===== src/rtl/mod_p25519_reduce.sv =====
// mod_p25519_reduce: reduces an IN_W-bit operand modulo q = 2^255-19.
// The reduction repeatedly folds the bits above 2^255 back in as
// T[254:0] + 19*T[IN_W-1:255].
// Optional macro MODQ_CANON_EN adds a final conditional subtract of q,
// which makes the result canonical (0..q-1). Without it, the result is
// weakly reduced (below 2^255).
module mod_p25519_reduce #(
  parameter int unsigned IN_W  = 512,
  parameter int unsigned TAG_W = 4
) (
  input  logic             clk,
  input  logic             rst,
  input  logic             in_valid,
  output logic             in_ready,
  input  logic [IN_W-1:0]  in_data,
  input  logic [TAG_W-1:0] in_tag,
  output logic             out_valid,
  input  logic             out_ready,
  output logic [254:0]     out_data,
  output logic [TAG_W-1:0] out_tag,
  output logic [1:0]       out_folds
);

  localparam int unsigned HI_W = IN_W - 255;

`ifdef MODQ_CANON_EN
  localparam logic [254:0] Q = {{250{1'b1}}, 5'b01101};
  typedef enum logic [1:0] {S_IDLE, S_FOLD, S_SUB, S_DONE} state_t;
`else
  typedef enum logic [1:0] {S_IDLE, S_FOLD, S_DONE} state_t;
`endif

  state_t             r_state;
  state_t             w_next;
  logic [IN_W-1:0]    r_t;
  logic [TAG_W-1:0]   r_tag;
  logic [1:0]         r_folds;

  logic [IN_W-1:0]    w_lo;
  logic [IN_W-1:0]    w_hi;
  logic [IN_W-1:0]    w_fold;
  logic               w_hi_nz;
`ifdef MODQ_CANON_EN
  logic               w_ge_q;
  logic [254:0]       w_sub;
`endif

  // The fold sum is below 2^max(255,HI_W+5)+1, which never exceeds 2^IN_W
  // for IN_W >= 256. That lets the fold reuse the operand width with no carry lost.
  assign w_lo    = {{HI_W{1'b0}}, r_t[254:0]};
  assign w_hi    = {{255{1'b0}}, r_t[IN_W-1:255]};
  assign w_fold  = w_lo + (w_hi << 4) + (w_hi << 1) + w_hi;
  assign w_hi_nz = |r_t[IN_W-1:255];

`ifdef MODQ_CANON_EN
  // The operand is already below 2^255 here, so one subtract of q is enough.
  assign w_ge_q = (r_t[254:0] >= Q);
  assign w_sub  = r_t[254:0] - Q;
`endif

  // State register
  always_ff @(posedge clk or posedge rst) begin
    if (rst) r_state <= S_IDLE;
    else     r_state <= w_next;
  end

  // Next-state logic
  always_comb begin
    w_next = r_state;
    case (r_state)
      S_IDLE: if (in_valid) w_next = S_FOLD;
      S_FOLD: begin
        if (!w_hi_nz) begin
`ifdef MODQ_CANON_EN
          w_next = S_SUB;
`else
          w_next = S_DONE;
`endif
        end
      end
`ifdef MODQ_CANON_EN
      S_SUB:  w_next = S_DONE;
`endif
      S_DONE: if (out_ready) w_next = S_IDLE;
      default: w_next = S_IDLE;
    endcase
  end

  // Operand, tag and fold-count registers
  always_ff @(posedge clk or posedge rst) begin
    if (rst) begin
      r_t     <= '0;
      r_tag   <= '0;
      r_folds <= '0;
    end else begin
      case (r_state)
        S_IDLE: begin
          if (in_valid) begin
            r_t     <= in_data;
            r_tag   <= in_tag;
            r_folds <= '0;
          end
        end
        S_FOLD: begin
          if (w_hi_nz) begin
            r_t     <= w_fold;
            r_folds <= r_folds + 2'd1;
          end
        end
`ifdef MODQ_CANON_EN
        S_SUB: begin
          if (w_ge_q) r_t <= {{HI_W{1'b0}}, w_sub};
        end
`endif
        default: ;
      endcase
    end
  end

  assign in_ready  = (r_state == S_IDLE);
  assign out_valid = (r_state == S_DONE);
  assign out_data  = r_t[254:0];
  assign out_tag   = r_tag;
  assign out_folds = r_folds;

endmodule


===== config.mk =====
export PLATFORM = sky130hd
export DESIGN_NAME = mod_p25519_reduce
export DESIGN_NICKNAME = d
export VERILOG_FILES = /design/src/rtl/mod_p25519_reduce.sv
export SDC_FILE = /design/constraint.sdc
export NUM_CORES = 2
export LEC_CHECK = 0
export CAP_MARGIN = 20
export CORE_MARGIN = 2
export CORE_UTILIZATION = 43
export DETAILED_ROUTE_END_ITERATION = 6
export GPL_TIMING_DRIVEN = 0
export PLACE_DENSITY = 0.65
export SLEW_MARGIN = 20
export SYNTH_ARGS = -nofsm -noshare
export SYNTH_HDL_FRONTEND = slang
export SYNTH_SLANG_ARGS = --single-unit

===== constraint.sdc =====
create_clock -name clk -period 25.8 [get_ports clk]
set_input_delay 6.45 -clock clk [delete_from_list [all_inputs] [get_ports clk]]
set_output_delay 6.45 -clock clk [all_outputs]
set_load 0.005 [all_outputs]

==> reports/qor.yml <==
postCtsHoldBufs: 0
syn-instance-count: 6755
track_usage_pct: 38.9
crit_top_cell: "clkbuf_1"
slowest_stage: "clkbuf_1"
critPathCaptureType: "flop"
core_um2: 128000
post_cts_buffers: 0
yosysSeqAreaShare_pct: 23.5
yosysWarningCount: 0
cts_root_buffer: "clkbuf_16"
postRouteWirelength_um: 258000
portBuffers: 782
placed_area_um2: 65700
initial_core_util_pct: 43.3
power_leakage_nw: 29.9
synth_top_family_by_area: "adder cells"
maxCapViolCount: 0
finalInstanceArea_um2: 68100
clockBufferDepth: 3
grt_pass1_wl_um: 373000
place_inst: 9221
antenna_found_initial: 35
crit_path_start_kind: "primary input"
cts_tree: "built"
timing.rr.start: "r_t[265]"
synth_top_area_cell: "dfrtp_1"
fin_ws_ns: 16.07
io_pins: 783
seqCellArea_um2: 13000
grt_pass1_vias: 55600
max_freq_ghz: 0.103
hpwlAfterDp_um: 219000
synthTopCellsByCount: "944 x inv_1, 772 x nand2_1, 677 x a21oi_1"
gp_congestion: 1.01
synth_compound_area_share_pct: 21.8
async_reset_ff_share_pct: 100
path_max_fanout: 10
synthTopCellsByArea: "dfrtp_1 24%, fa_1 18%, inv_1 6.4%, a21oi_1 6.1%, ha_1 6.0%"
arrival_ns: 10.32
synth-edff-count: 0
rows: 131
fin_util_pct: 53.4
dieArea_um2: 131000
cts-resized-gates: 0
cellPowerDensity_nw_per_um2: 110
status: "complete, no violations"
synthAdderAreaFrac_pct: 24.4
final_cells: 9354
crit_path_end: "r_t[225]"
drive_above_1_share_pct: 6.38
cp-startpoint: "in_valid"
num_vias: 54300
n_fill_cell: 12400
ys_seq_elements: 520
fin_worst_skew_ns: 0.0299
period_needed_ns: 9.73
finalNetCount: 8923
slowest_delay_ns: 1.01
ys.flop_type: "dfrtp_1"
clkSinkCount: 520
slew_headroom_pct: 9.95
worstPathCellList: "clkdlybuf4s50_1 > and2_1 > clkbuf_1 > nor2_2 > buf_6 > clkbuf_1 > clkbuf_1 > a22oi_1 > o21ai_1"
wl_per_cell_um: 27.6
syn_area_um2: 55300
drc_errors: 0
min-delay-path-class: "reg2reg"
synth_top_area_share_pct: 23.5
multi_input_area_um2: 35700
synth-xor-area-share_pct: 4.01
worst_pin_slew_ns: 1.34
hold_violations: 0
area_growth_pct: 23.2
cts_buffers: 67
place_ws_ns: 15.63
post_synth_num_cell_types: 78
postRouteAntennaNets: 0
htree_levels: 3
viasPerCell: 5.80
synth.most_common_cell: "inv_1"
r2r_slack_ns: 16.97
clk_latency_ns: 0.68
fin_crit_sh_pct: 37.7
die_y_um: 363
drtIter0Drc: 5327
synth.avg_cell_area_um2: 8.18
setup-violations-final: 0
die-width_um: 363
drt_pass1_iterations: 6
crit_required_ns: 26.40
path_class: "in2reg"
clkSlewWorstSetupHoldPaths_ns: 0.06
grt_max_degree: 103
synth_simple_gate_area_share_pct: 14.1
grt_overflow: 0
worstReg2RegEnd: "r_t[257]"
synth_mux_area_share_pct: 0.0362
r2r_cells: 21
syn_nets: 8050
rsz0062_at_grt: "false"
peakVddDrop_uv: 61.9
final_max_slew_viol_count: 0
-- cell families after synthesis --
family | after synthesis
AND/OR/NAND/NOR | 1754
XOR/XNOR | 253
flip-flops | 520
buffers and inverters | 1522
multiplexers | 2
AO/OA/AOI/OAI | 1929
adder cells (fa/ha/maj) | 775
-- stage by stage --
step	total power, mW	TNS (ns)	hold WS [ns]
global route	8.05	0	0.503
global placement	6.32	-1006.20	0.459
CTS	7.42	0	0.478
finish	7.48	0	0.478
floorplan	4.46	0	0.470
detailed placement	6.37	0	0.464
-- worst max-delay path, delay by kind of cell --
family,cells,cell delay (ns)
buffers and inverters,5,2.87
and+or+nand+nor,2,0.62
AOI/OAI and AO/OA,2,0.35
-- registers in the layout (all words and copies together), names as in the netlist --
register	cells
out_folds	2
out_tag	4
r_state	2
r_t	512
-- metal layers --
metal / part of all wire (%) / routed length [µm] / track usage [%]
met2: 45 / 117000 / 62.0
met3: 8.5 / 21800 / 8.39
met1: 42 / 107000 / 51.3
met5: 0.069 / 178 / 0
met4: 4.6 / 11900 / 16.0
-- layout make-up --
| class | instances | area share [%] |
|---|---|---|
| plain buffers | 578 | 4.66 |
| flip-flops and latches | 520 | 19.1 |
| well taps | 1662 | 3.05 |
| clock buffers | 97 | 2.93 |
| diodes | 9 | 0.0331 |
| inverters | 944 | 5.22 |
| multi-input cells | 4713 | 52.4 |
| repair buffers | 804 | 12.2 |
| clock inverters | 27 | 0.476 |
-- how the worst min path moves through the flow --
stage,from,to,cells past startpoint
global placement,out_tag[1],out_tag[1],2
floorplan,out_tag[0],out_tag[0],2
detailed placement,out_tag[1],out_tag[1],2
global route,out_tag[1],out_tag[1],2
finish,out_tag[0],out_tag[0],2
CTS,out_tag[1],out_tag[1],2
-- where the power goes --
| part | switching [mW] | internal (mW) | total (mW) |
|---|---|---|---|
| registers | 0.215 | 1.06 | 1.27 |
| logic | 3.18 | 2.02 | 5.20 |
| clock network | 0.419 | 0.592 | 1.01 |
-- cells in the final DEF (no fill, tap or decap), types with 13 or more instances in the layout --
| cell | count |
|---|---|
| a211oi_1 | 164 |
| a21boi_0 | 26 |
| a21o_1 | 88 |
| a21oi_1 | 677 |
| a221oi_1 | 20 |
| a22oi_1 | 25 |
| a31oi_1 | 48 |
| and2_1 | 14 |
| and3_1 | 23 |
| buf_16 | 13 |
| buf_4 | 260 |
| clkbuf_1 | 294 |
| clkbuf_16 | 70 |
| clkbuf_2 | 30 |
| clkbuf_8 | 14 |
| clkdlybuf4s50_1 | 782 |
| dfrtp_1 | 520 |
| fa_1 | 508 |
| ha_1 | 267 |
| inv_1 | 943 |
| nand2_1 | 772 |
| nand2b_1 | 13 |
| nand3_1 | 59 |
| nand4_1 | 147 |
| nor2_1 | 462 |
| nor2b_1 | 14 |
| nor3_1 | 82 |
| nor4_1 | 83 |
| o211ai_1 | 15 |
| o21a_1 | 44 |
| o21ai_0 | 377 |
| o21bai_1 | 96 |
| o221ai_1 | 13 |
| o22ai_1 | 13 |
| o31ai_1 | 231 |
| or2_2 | 14 |
| or3_1 | 30 |
| xnor2_1 | 152 |
| xor2_1 | 101 |
No activity file was read; power rests on OpenSTA's default activity.
